### config.mk
export PLATFORM = sky130hd
export DESIGN_NAME = midi_msg_tx_flat
export DESIGN_NICKNAME = d
export VERILOG_FILES = /design/src/rtl/midi_msg_tx_pkg.sv /design/src/rtl/midi_msg_tx_if.sv /design/src/rtl/midi_msg_tx_uart_tx_byte.sv /design/src/rtl/midi_msg_tx.sv /design/src/flat_wrapper.sv
export SDC_FILE = /design/constraint.sdc
export NUM_CORES = 1
export LEC_CHECK = 0
export BUFFER_PORTS_ARGS = -buffer_cell sky130_fd_sc_hd__buf_2
export CAP_MARGIN = 15
export CORE_MARGIN = 3
export CORE_UTILIZATION = 64
export CTS_CLUSTER_DIAMETER = 30
export DETAILED_ROUTE_END_ITERATION = 8
export PLACE_DENSITY = 0.85
export SLEW_MARGIN = 0
export SYNTH_ARGS = -nofsm -noshare
export SYNTH_HDL_FRONTEND = slang
export SYNTH_HIERARCHICAL = 1
export SYNTH_SLANG_ARGS = --single-unit
### constraint.sdc
create_clock -name reg_clk -period 8.9 [get_ports reg_clk]
set_input_delay 0.445 -clock reg_clk [delete_from_list [all_inputs] [get_ports reg_clk]]
set_output_delay 0.445 -clock reg_clk [all_outputs]
set_load 0.005 [all_outputs]
### src/rtl/midi_msg_tx_pkg.sv
// Shared MIDI definitions for the transmit path: status constants and the
// helpers that classify a status byte and derive the length of its message.
package holosynth_midi_pkg;

   localparam logic [7:0] NOTE_OFF   = 8'h80;
   localparam logic [7:0] NOTE_ON    = 8'h90;
   localparam logic [7:0] PROG_CHG   = 8'hC0;
   localparam logic [7:0] PITCH_BEND = 8'hE0;
   localparam logic [7:0] SYSEX      = 8'hF0;
   localparam logic [7:0] MTC_QF     = 8'hF1;
   localparam logic [7:0] SONG_POS   = 8'hF2;
   localparam logic [7:0] SONG_SEL   = 8'hF3;
   localparam logic [7:0] TUNE_REQ   = 8'hF6;
   localparam logic [7:0] CLOCK      = 8'hF8;

   // Total bytes on the line for a message, status byte included.
   function automatic logic [1:0] midi_msg_len(input logic [7:0] status);
      logic [1:0] len;
      if (status < NOTE_OFF)
         len = 2'd1;
      else if (status < PROG_CHG)
         len = 2'd3;
      else if (status < PITCH_BEND)
         len = 2'd2;
      else if (status < SYSEX)
         len = 2'd3;
      else if (status == MTC_QF || status == SONG_SEL)
         len = 2'd2;
      else if (status == SONG_POS)
         len = 2'd3;
      else
         len = 2'd1;
      return len;
   endfunction

   function automatic logic is_channel_msg(input logic [7:0] status);
      return (status >= NOTE_OFF) && (status < SYSEX);
   endfunction

   // System common and SysEx framing bytes break running status; realtime does not.
   function automatic logic is_system_common(input logic [7:0] status);
      return (status >= SYSEX) && (status < CLOCK);
   endfunction

endpackage

### src/rtl/midi_msg_tx_if.sv
// Message handshake between a MIDI message producer and the transmitter.
interface midi_msg_tx_if;
   logic       msg_valid;
   logic       msg_ready;
   logic [7:0] msg_status;
   logic [7:0] msg_data1;
   logic [7:0] msg_data2;

   modport master (
      output msg_valid, msg_status, msg_data1, msg_data2,
      input  msg_ready
   );

   modport slave (
      input  msg_valid, msg_status, msg_data1, msg_data2,
      output msg_ready
   );
endinterface

### src/rtl/midi_msg_tx_uart_tx_byte.sv
// One 8N1 UART frame per start pulse. A new start may be taken on the final
// stop tick so consecutive frames run back to back.
module midi_uart_tx_byte #(
   parameter int BIT_TICKS = 1600
) (
   input  logic       reg_clk,
   input  logic       reset_reg,
   input  logic       start,
   input  logic [7:0] tx_byte,
   output logic       txd,
   output logic       done
);

   localparam int TW = (BIT_TICKS > 2) ? $clog2(BIT_TICKS) : 1;

   localparam logic [1:0] S_IDLE  = 2'd0;
   localparam logic [1:0] S_START = 2'd1;
   localparam logic [1:0] S_DATA  = 2'd2;
   localparam logic [1:0] S_STOP  = 2'd3;

   logic [1:0]    state;
   logic [TW-1:0] tick;
   logic [2:0]    bit_idx;
   logic [7:0]    shift;
   logic          tick_end;

   assign tick_end = (tick == TW'(BIT_TICKS - 1));
   assign done     = (state == S_STOP) && tick_end;

   always_ff @(posedge reg_clk) begin
      if (reset_reg) begin
         state   <= S_IDLE;
         tick    <= '0;
         bit_idx <= '0;
         shift   <= '0;
         txd     <= 1'b1;
      end else if (start && (state == S_IDLE || done)) begin
         state   <= S_START;
         tick    <= '0;
         bit_idx <= '0;
         shift   <= tx_byte;
         txd     <= 1'b0;
      end else if (state != S_IDLE) begin
         if (!tick_end) begin
            tick <= tick + TW'(1);
         end else begin
            tick <= '0;
            case (state)
               S_START: begin
                  state <= S_DATA;
                  txd   <= shift[0];
                  shift <= shift >> 1;
               end
               S_DATA: begin
                  if (bit_idx == 3'd7) begin
                     state <= S_STOP;
                     txd   <= 1'b1;
                  end else begin
                     bit_idx <= bit_idx + 3'd1;
                     txd     <= shift[0];
                     shift   <= shift >> 1;
                  end
               end
               default: begin
                  state <= S_IDLE;
                  txd   <= 1'b1;
               end
            endcase
         end
      end
   end

endmodule

### src/rtl/midi_msg_tx.sv
// MIDI OUT message transmitter: takes whole messages, drops repeated channel
// status bytes when running status is enabled, and streams 8N1 frames.
module midi_msg_tx
   import holosynth_midi_pkg::*;
#(
   parameter int CLK_HZ         = 50_000_000,
   parameter int BAUD           = 31250,
   parameter int RUNNING_STATUS = 1
) (
   input  logic          reg_clk,
   input  logic          reset_reg,
   midi_msg_tx_if.slave  msg,
   output logic          midi_txd,
   output logic          busy
);

   localparam int BIT_TICKS = CLK_HZ / BAUD;

   localparam logic [0:0] SEQ_IDLE = 1'b0;
   localparam logic [0:0] SEQ_SEND = 1'b1;

   logic [0:0] seq_state;
   logic [7:0] rs_status;
   logic       rs_valid;
   logic [7:0] next_byte;
   logic [7:0] after_byte;
   logic [1:0] remaining;

   logic       accept;
   logic       acc_skip;
   logic [1:0] acc_len;
   logic       start_frame;
   logic [7:0] frame_byte;
   logic       frame_done;

   assign msg.msg_ready = (seq_state == SEQ_IDLE);
   assign busy          = ~msg.msg_ready;

   // The first frame is launched on the accept edge itself so the start bit
   // appears on the very next cycle; later frames chain off the stop tick.
   always_comb begin
      acc_len     = midi_msg_len(msg.msg_status);
      acc_skip    = (RUNNING_STATUS != 0) && is_channel_msg(msg.msg_status)
                    && rs_valid && (rs_status == msg.msg_status);
      accept      = msg.msg_valid && msg.msg_ready;
      start_frame = 1'b0;
      frame_byte  = '0;
      if (accept) begin
         start_frame = 1'b1;
         frame_byte  = acc_skip ? {1'b0, msg.msg_data1[6:0]} : msg.msg_status;
      end else if (frame_done && remaining != 2'd0) begin
         start_frame = 1'b1;
         frame_byte  = next_byte;
      end
   end

   always_ff @(posedge reg_clk) begin
      if (reset_reg) begin
         seq_state  <= SEQ_IDLE;
         rs_status  <= '0;
         rs_valid   <= 1'b0;
         next_byte  <= '0;
         after_byte <= '0;
         remaining  <= '0;
      end else if (accept) begin
         seq_state <= SEQ_SEND;
         remaining <= acc_len - 2'd1 - {1'b0, acc_skip};
         if (acc_skip) begin
            next_byte  <= {1'b0, msg.msg_data2[6:0]};
            after_byte <= '0;
         end else begin
            next_byte  <= {1'b0, msg.msg_data1[6:0]};
            after_byte <= {1'b0, msg.msg_data2[6:0]};
         end
         if (RUNNING_STATUS != 0) begin
            if (is_channel_msg(msg.msg_status)) begin
               rs_status <= msg.msg_status;
               rs_valid  <= 1'b1;
            end else if (is_system_common(msg.msg_status)) begin
               rs_valid <= 1'b0;
            end
         end
      end else if (frame_done) begin
         if (remaining != 2'd0) begin
            remaining <= remaining - 2'd1;
            next_byte <= after_byte;
         end else begin
            seq_state <= SEQ_IDLE;
         end
      end
   end

   midi_uart_tx_byte #(
      .BIT_TICKS (BIT_TICKS)
   ) u_uart (
      .reg_clk   (reg_clk),
      .reset_reg (reset_reg),
      .start     (start_frame),
      .tx_byte   (frame_byte),
      .txd       (midi_txd),
      .done      (frame_done)
   );

endmodule

### src/flat_wrapper.sv
// flat-port wrapper written by rule: the top's interface ports become plain ports
module midi_msg_tx_flat import holosynth_midi_pkg::*;
#(
   parameter int CLK_HZ         = 50_000_000,
   parameter int BAUD           = 31250,
   parameter int RUNNING_STATUS = 1
)
  (reg_clk, reset_reg, midi_txd, busy, msg_msg_valid, msg_msg_status, msg_msg_data1, msg_msg_data2, msg_msg_ready);
  midi_msg_tx_if msg_i ();
  input  logic reg_clk;
  input  logic reset_reg;
  output logic midi_txd;
  output logic busy;
  input wire logic [$bits(msg_i.msg_valid)-1:0] msg_msg_valid;
  input wire logic [$bits(msg_i.msg_status)-1:0] msg_msg_status;
  input wire logic [$bits(msg_i.msg_data1)-1:0] msg_msg_data1;
  input wire logic [$bits(msg_i.msg_data2)-1:0] msg_msg_data2;
  output wire logic [$bits(msg_i.msg_ready)-1:0] msg_msg_ready;
  assign msg_i.msg_valid = msg_msg_valid;
  assign msg_i.msg_status = msg_msg_status;
  assign msg_i.msg_data1 = msg_msg_data1;
  assign msg_i.msg_data2 = msg_msg_data2;
  assign msg_msg_ready = msg_i.msg_ready;
  midi_msg_tx #(.CLK_HZ(CLK_HZ), .BAUD(BAUD), .RUNNING_STATUS(RUNNING_STATUS)) u_core (.reg_clk(reg_clk), .reset_reg(reset_reg), .msg(msg_i), .midi_txd(midi_txd), .busy(busy));
endmodule
==> metrics.txt, run 1 <==
status=complete, no violations; CTS-repair resized insts=0; fill count=370; final setup violation count=0; post-route cell area=3190 µm²; Placed Area=slightly above 3000 µm²; final hold vios=0; EDFF count, synth=0; HPWL after DPL=4820 µm; CP Cell Sequence=ha_1 -> nand4_1 -> or4_1 -> nor2_1 -> nor2b_1 -> a21oi_1 -> a31oi_1 -> nor2_1 -> a311oi_1; Initial DRT Pass Iterations=4; share of cells above drive strength 1=15.0%; Worst Max-Slew Pin Slew=1.19 ns; core area=4440 µm²; ys flop type=dfxtp_1; syn nets=~400; via-per-instance ratio=between 6 and 7; Worst Path Arrival=3.74 ns; Slowest cell on crit path=nor2b_1; FF+latch area=approximately 1000 µm²; synthesized area=approximately 3000 µm²; Die Span X=about 75 µm; RSZ-0062 raised after global routing=false; Setup Buffers After CTS=0; Slew HR=~21%; Root Driver=clkbuf_8; cell type with the largest total area after synthesis=dfxtp_1; slowest stage delay, CP=0.97 ns; CTS H-tree depth=2; insertion delay to the later sink of the worst-skew pair=0.30 ns; critical path fanouts, max=17; post-synthesis cell type count=51; top cell type's share of synthesized area=between 30% and 40%; antenna violations before repair=0; IO buf count=27; Ant. Diodes=0; GRT Total Usage=between 20% and 30%; Post-DRT Antenna Nets=0; Initial DRC Count=approximately 200; Async SR Flop Fraction=0%; Fin Setup TNS=0 ns; flops & latches, synth=51; CTS tree=yes; DRC Markers=0; total power draw=482 µW; total grt overflow=0; # Max-Cap Violations=0; RePlAce Congestion=roughly 0.91; clock skew=between 0.01 and 0.015 ns; final period utilization=about two fifths; global-route wire length before repair=roughly 12000 µm; Clk pin slew, worst setup/hold paths=0.09 ns; total CTS buffers=5; final worst path period need=3.53 ns; crit path kind=flip-flop to flip-flop; nature of the critical path endpoint=flip-flop; post-synthesis sequential area ratio=33.9%; hold_buf cts=0; synthesized area per cell=between 8 and 9 µm²; Util after Layout=between 70 and 80%; final WL=approximately 7000 µm; P_leak=1.10 nW; Worst Setup Start Kind=flip-flop; Wirelength per Cell=between 15 and 20 µm; R2R depth=9; hold path depth=3; hold_ws=between 0.4 and 0.5 ns; nets=roughly 420; IO Pins=30; min-delay worst type=input port to flip-flop; Die H=roughly 75 µm; CP most frequent cell=nor2_1; fmax=between 0.2 and 0.3 GHz; vias in the first global route=around 2600; clock sinks=just over 50; die footprint=~5600 µm²; worst-case clock buffer depth=2; Synthesis Warnings=6; Cells after Synth=approximately 370; power per cell area=151 nW/µm²; largest net degree at the start of global routing=48; top cells by area, synth=dfxtp_1 34%, nand2_1 6.4%, nor2_1 4.5%; Worst EP required=between 9 and 10 ns; Post-synth top cells=51 x dfxtp_1, 51 x nand2_1, 36 x nor2_1; peak supply drop=around 0.00014 V; Area Overhead vs Synth=5.77%; Starting Density=about two thirds; Max Slew Vio Count=0; Multi-input gate area=1830 µm²; vias=roughly 2800; row count=24
==> final timing paths <==
path	startpoint	to	slack, ns
hold / removal	msg_msg_data2[0]	u_core/next_byte[0]$_SDFFE_PP0P_	0.42
setup / recovery	u_core/u_uart/tick[0]$_SDFFE_PP0P_	u_core/u_uart/shift[0]$_SDFFE_PP0P_	5.37
setup reg to reg	u_core/u_uart/tick[0]$_SDFFE_PP0P_	u_core/u_uart/shift[0]$_SDFFE_PP0P_	5.37
hold reg to reg	u_core/u_uart/shift[7]$_SDFFE_PP0P_	u_core/u_uart/shift[6]$_SDFFE_PP0P_	0.49
==> cells by family (layout without fill, tap and decap cells) <==
family          Yosys count  after routing  share of synthesized area, %
simple gates            169            169                          29.5
compound gates           91             91                          21.3
flops                    51             51                          33.9
buf+inv                  31             42                          5.61
xor+xnor                 17             17                          5.94
fa+ha+maj                 9              9                          3.74
==> placed cells by master (no fill, tap or decap), types with 4 or more instances in the layout <==
cell type,instances
o21ai_0,14
dfxtp_1,51
nand3_1,9
inv_1,7
nand4_1,17
nor2b_1,5
buf_2,27
nand2_1,51
clkbuf_8,5
a21oi_1,19
nand3b_1,17
ha_1,9
nor2_1,36
a311oi_1,8
a31o_2,9
nor3_1,5
a31oi_1,14
xnor2_1,11
nand2b_1,7
o31ai_1,15
xnor2_2,4
==> through the flow <==
stage                     instances  setup slack, ns
after floorplan                 368             6.07
after global placement          423             5.45
after detailed placement        423             5.40
after CTS                       430             5.39
after global routing            431             5.09
final                           431             5.37
==> layout make-up <==
cell class,count,share of cell area (%)
timing repair buffer,28,4.59
tap,52,2.04
clock inverter,1,0.942
inverter,7,0.824
clock buffer,6,2.28
multi-input combinational,286,57.3
sequential,51,32.0
==> state kept, by name (all words and copies together) (netlist names) <==
register               cells
u_core/u_uart/txd          1
u_core/u_uart/bit_idx      3
u_core/u_uart/state        2
u_core/remaining           2
u_core/busy                1
u_core/next_byte           7
u_core/rs_status           8
u_core/u_uart/shift        8
u_core/u_uart/tick        11
u_core/after_byte          7
u_core/rs_valid            1
==> worst max-delay path: cells and delay by family, from the launching register on <==
| family | cells | cell delay [ns] |
|---|---|---|
| AND/OR/NAND/NOR | 5 | 2.12 |
| AO/OA/AOI/OAI | 3 | 0.73 |
| flip-flops | 1 | 0.38 |
| adder cells (fa/ha/maj) | 1 | 0.23 |
==> layer usage <==
layer  GRT usage [%]  wire length, µm  vias to the layer above  share of wire, %
met5               0                0                        -                 0
met1            32.6             3100                     1295                44
met3            4.27              294                       10               4.2
met4            9.09              121                        0               1.7
met2            47.7             3550                       85                50
li1                -                -                     1363                 -
==> power by group <==
group | internal (mW) | switching [mW]
Combinational | 0.0301 | 0.0476
Clock | 0.0825 | 0.0729
Sequential | 0.241 | 0.00798
Total | 0.353 | 0.128
(Power assumes the default switching activity.)
==> inputs of run 2 (changes only) <==
--- a/config.mk
+++ b/config.mk
@@ -8,10 +8,10 @@
 export BUFFER_PORTS_ARGS = -buffer_cell sky130_fd_sc_hd__buf_2
 export CAP_MARGIN = 15
 export CORE_MARGIN = 3
-export CORE_UTILIZATION = 64
+export CORE_UTILIZATION = 53
 export CTS_CLUSTER_DIAMETER = 30
 export DETAILED_ROUTE_END_ITERATION = 8
-export PLACE_DENSITY = 0.85
+export PLACE_DENSITY = 0.76
 export SLEW_MARGIN = 0
 export SYNTH_ARGS = -nofsm -noshare
 export SYNTH_HDL_FRONTEND = slang
==> constraint.sdc (replaced) <==
create_clock -name reg_clk -period 3.1 [get_ports reg_clk]
set_input_delay 0.155 -clock reg_clk [delete_from_list [all_inputs] [get_ports reg_clk]]
set_output_delay 0.155 -clock reg_clk [all_outputs]
set_load 0.005 [all_outputs]
==> metrics.txt, run 2 (synthesized netlist as in run 1, its figures left out) <==
total grt overflow=0; critical path fanouts, max=18; Worst Setup Start Kind=flip-flop; RePlAce Congestion=0.814; vias=around 2700; share of cells above drive strength 1=about 17%; crit path from=u_core/u_uart/tick[6]$_SDFFE_PP0P_; Reg-to-Reg Start=u_core/u_uart/tick[6]$_SDFFE_PP0P_; Setup Buffers After CTS=0; peak supply drop=0.000237 V; Placed Area=~3100 µm²; status=complete, no violations; CP Depth=9; hold path depth=3; delay-heaviest family, CP=simple AND/OR/NAND/NOR gates; # Max-Cap Violations=0; die footprint=6630 µm²; insertion delay to the later sink of the worst-skew pair=a little over 0.3 ns; Post-DRT Antenna Nets=0; P_leak=about 1.1 nW; Slowest cell on crit path=o41a_1; Initial DRT Pass Iterations=4; Hold Startpoint=msg_msg_data2[1]; CTS-repair resized insts=0; Slew HR=between 40% and 50%; R2R Setup Slk=between 0.2 and 0.25 ns; Biggest register=u_core/u_uart/tick; Root Driver=clkbuf_8; vias in the first global route=between 2000 and 2500; Clk pin slew, worst setup/hold paths=0.10 ns; nature of the critical path endpoint=flip-flop; Area Overhead vs Synth=7.31%; power per cell area=409 nW/µm²; Max Slew Vio Count=0; global-route wire length before repair=around 12000 µm; IO Pins=30; R2R depth=9; GRT Total Usage=between 20% and 30%; IO buf count=27; final period utilization=92.5%; fill count=around 490; R2R Path End=u_core/u_uart/tick[1]$_SDFFE_PP0P_; Multi-input gate area=~1800 µm²; CP most frequent cell=nand2b_1; final setup violation count=0; Worst EP required=approximately 3.3 ns; Worst Max-Slew Pin Slew=between 0.7 and 0.8 ns; final hold vios=0; hold_buf cts=0; CTS H-tree depth=2; crit path kind=flip-flop to flip-flop; FF+latch area=roughly 1000 µm²; Fin Setup TNS=0 ns; total CTS buffers=5; CP Cell Sequence=or3b_4 -> or4_1 -> nor2_1 -> nand2b_1 -> nand2_1 -> nand3_1 -> o41a_1 -> nand2b_1 -> a21oi_1; worst-case clock buffer depth=2; clock skew=about 0.0068 ns; slowest stage delay, CP=roughly 0.58 ns; core area=5300 µm²; largest registers=u_core/u_uart/tick (11), u_core/rs_status (8), u_core/u_uart/shift (8); via-per-instance ratio=approximately 6; row count=26; Crit path buffers/inverters=0; Starting Density=around 57%; clock sinks=slightly above 50; antenna violations before repair=0; max FFs per register=11; final WL=7050 µm; min-delay worst type=input port to flip-flop; largest net degree at the start of global routing=48; Wirelength per Cell=between 15 and 20 µm; post-route cell area=3230 µm²; final worst path period need=roughly 2.9 ns; most frequent cells in the layout=51 x nand2_1, 51 x dfxtp_1, 36 x nor2_1, 27 x buf_2, 19 x a21oi_1; CTS tree=yes; nets=421; Ant. Diodes=0; Worst Path Arrival=between 3 and 4 ns; HPWL after DPL=a little under 5000 µm; DRC Markers=0; Die H=about 81 µm; fmax=roughly 0.35 GHz; Initial DRC Count=258; Die Span X=~80 µm; Hold EP=u_core/next_byte[1]$_SDFFE_PP0P_; RSZ-0062 raised after global routing=false
run 2: worst max-delay path by stage:
stage,end,slack [ns]
after global placement,u_core/u_uart/tick[1]$_SDFFE_PP0P_,0.31
after global routing,u_core/u_uart/bit_idx[0]$_SDFFE_PP0P_,0.05
after detailed placement,u_core/u_uart/state[1]$_SDFFE_PP0P_,0.27
after floorplan,u_core/u_uart/txd$_SDFFE_PP1P_,0.27
after CTS,u_core/u_uart/tick[1]$_SDFFE_PP0P_,0.25
final,u_core/u_uart/tick[1]$_SDFFE_PP0P_,0.23
run 2: worst register-to-register path: stages, from the launching register on:
cell and delay [ns]:
dfxtp_1 0.36, or3b_4 0.43, or4_1 0.54, nor2_1 0.20, nand2b_1 0.10, nand2_1 0.12
nand3_1 0.09, o41a_1 0.58, nand2b_1 0.30, a21oi_1 0.06
run 2: metrics by stage:
stage | std cells | total power, mW | hold WS (ns) | setup WS, ns | utilization [%]
2_1_floorplan | 368 | 0.885 | 0.291 | 0.267 | -
3_3_place_gp | 448 | 0.945 | 0.440 | 0.308 | 59.4
3_5_place_dp | 448 | 0.950 | 0.449 | 0.271 | 59.4
4_1_cts | 456 | 1.33 | 0.119 | 0.250 | 61.0
5_1_grt | 456 | 1.39 | 0.119 | 0.0542 | 61.0
6_report | 456 | 1.32 | 0.122 | 0.232 | 61.0
run 2: area by class of cell:
class | count | share of cell area, %
Multi-Input combinational cell | 286 | 56.5
Sequential cell | 51 | 31.6
Timing Repair Buffer | 34 | 5.80
Tap cell | 70 | 2.71
Clock buffer | 6 | 2.24
Inverter | 7 | 0.813
Clock inverter | 2 | 0.387
run 2: where the power goes:
part           switching [mW]  internal (mW)
logic                   0.136         0.0882
clock network           0.225          0.158
registers              0.0236          0.692
run 2: metal layers:
| layer | vias up | track usage [%] | part of all wire [%] |
|---|---|---|---|
| li1 | 1373 | - | - |
| met1 | 1282 | 33.7 | 49 |
| met2 | 63 | 32.1 | 45 |
| met3 | 10 | 4.32 | 4.8 |
| met4 | 0 | 7.26 | 1.3 |
| met5 | - | 0 | 0 |
==> inputs of run 3 (changes only) <==
--- a/config.mk
+++ b/config.mk
@@ -7,11 +7,11 @@
 export LEC_CHECK = 0
 export BUFFER_PORTS_ARGS = -buffer_cell sky130_fd_sc_hd__buf_2
 export CAP_MARGIN = 15
-export CORE_MARGIN = 3
 export CORE_UTILIZATION = 53
 export CTS_CLUSTER_DIAMETER = 30
 export DETAILED_ROUTE_END_ITERATION = 8
 export PLACE_DENSITY = 0.76
+export RECOVER_POWER = 50
 export SLEW_MARGIN = 0
 export SYNTH_ARGS = -nofsm -noshare
 export SYNTH_HDL_FRONTEND = slang
==> metrics.txt, run 3 (synthesized netlist as in run 1, its figures left out) <==
Post-DRT Antenna Nets=0; vias=2760; final setup violation count=0; fmax=around 0.35 GHz; final period utilization=between 90 and 100%; Ant. Diodes=0; failing checks=DRC, capacitance limit, slew limit; Setup Buffers After CTS=0; Wirelength per Cell=between 15 and 20 µm; Worst Setup Start Kind=flip-flop; P_leak=approximately 1.1 nW; status=complete, but fails checks; GRT Total Usage=about 24%; Fin Setup TNS=0 ns; Initial DRT Pass Iterations=7; Slew HR=-1.66%; largest net degree at the start of global routing=48; global-route wire length before repair=~12000 µm; IO Pins=30; HPWL after DPL=4840 µm; CTS-repair resized insts=0; total grt overflow=0; critical path fanouts, max=18; final hold vios=0; # Max-Cap Violations=1; nets=420; Starting Density=54.7%; max FFs per register=11; Worst Max-Slew Pin Slew=between 1.5 and 2 ns; via-per-instance ratio=6.05; DRC Markers=2; Area Overhead vs Synth=6.64%; core area=about 5500 µm²; total CTS buffers=5; insertion delay to the later sink of the worst-skew pair=0.31 ns; hold_buf cts=0; post-route cell area=roughly 3200 µm²; Die Span X=just under 80 µm; Placed Area=around 3100 µm²; IO buf count=27; Clk pin slew, worst setup/hold paths=~0.09 ns; RePlAce Congestion=roughly 0.84; RSZ-0062 raised after global routing=false; clock sinks=between 50 and 60; antenna violations before repair=0; row count=27; Worst EP required=3.30 ns; CTS H-tree depth=2; total power draw=between 1 and 1.5 mW; Root Driver=clkbuf_8; final worst path period need=2.87 ns; final WL=slightly above 7000 µm; most frequent cells in the layout=51 x nand2_1, 51 x dfxtp_1, 36 x nor2_1, 27 x buf_2, 20 x a21oi_1; R2R Setup Slk=roughly 0.23 ns; Worst Path Arrival=around 3.1 ns; die footprint=5990 µm²; vias in the first global route=about 2600; min-delay worst type=input port to flip-flop; Max Slew Vio Count=24; worst-case clock buffer depth=2; CTS tree=yes; peak supply drop=approximately 0.00033 V; Biggest register=u_core/u_uart/tick; Die H=slightly below 80 µm; nature of the critical path endpoint=flip-flop; largest registers=u_core/u_uart/tick (11), u_core/rs_status (8), u_core/u_uart/shift (8); crit path kind=flip-flop to flip-flop; clock skew=0.00387 ns; power per cell area=432 nW/µm²; share of cells above drive strength 1=between 15 and 20%; Initial DRC Count=~110
run 3: cell type report:
cell class,instances,area (µm²)
Inverter,7,26.3
Tap cell,72,90.1
Clock inverter,1,30.0
Multi-Input combinational cell,286,1790
Timing Repair Buffer,33,180
Sequential cell,51,1020
Fill cell,518,2290
Clock buffer,6,72.6
run 3: per-layer routing:
| metal | global-route usage [%] | wire length (µm) |
|---|---|---|
| met5 | 0 | 0 |
| met3 | 3.65 | 290 |
| met2 | 42.4 | 3500 |
| met1 | 30.5 | 3160 |
| met4 | 8.87 | 128 |
run 3: worst max-delay path, stage by stage (launching register included):
cell,delay [ns]
dfxtp_1,0.36
or3b_4,0.42
or4_1,0.55
nor2_1,0.19
nand2b_1,0.10
nand2_1,0.11
nand3_1,0.08
o41a_1,0.57
nand2b_1,0.29
a21oi_1,0.08
run 3: through the flow:
| step | setup slack, ns | utilization (%) | std cells | hold WS, ns |
|---|---|---|---|---|
| CTS | 0.241 | 58.9 | 456 | 0.114 |
| floorplan | 0.267 | - | 368 | 0.291 |
| global route | 0.0354 | 58.4 | 456 | 0.118 |
| detailed placement | 0.261 | 57.1 | 449 | 0.449 |
| finish | 0.232 | 58.4 | 456 | 0.122 |
| global placement | 0.328 | 57.1 | 449 | 0.438 |
run 3: worst paths after layout:
check                                           from                                   to  cells after the start
setup / recovery  u_core/u_uart/tick[6]$_SDFFE_PP0P_  u_core/u_uart/state[1]$_SDFFE_PP0P_                      9
setup reg to reg  u_core/u_uart/tick[6]$_SDFFE_PP0P_  u_core/u_uart/state[1]$_SDFFE_PP0P_                      9
hold / removal                      msg_msg_data2[1]     u_core/next_byte[1]$_SDFFE_PP0P_                      3
hold reg to reg     u_core/rs_status[2]$_SDFFE_PP0P_     u_core/rs_status[2]$_SDFFE_PP0P_                      2
run 3: power breakdown:
| group | leakage (nW) | switching, mW | total, mW | internal, mW |
|---|---|---|---|---|
| combinational | 0.635 | 0.133 | 0.220 | 0.0868 |
| clock | 0.0513 | 0.219 | 0.456 | 0.237 |
| sequential | 0.417 | 0.0223 | 0.714 | 0.692 |
| total | 1.10 | 0.374 | 1.39 | 1.02 |
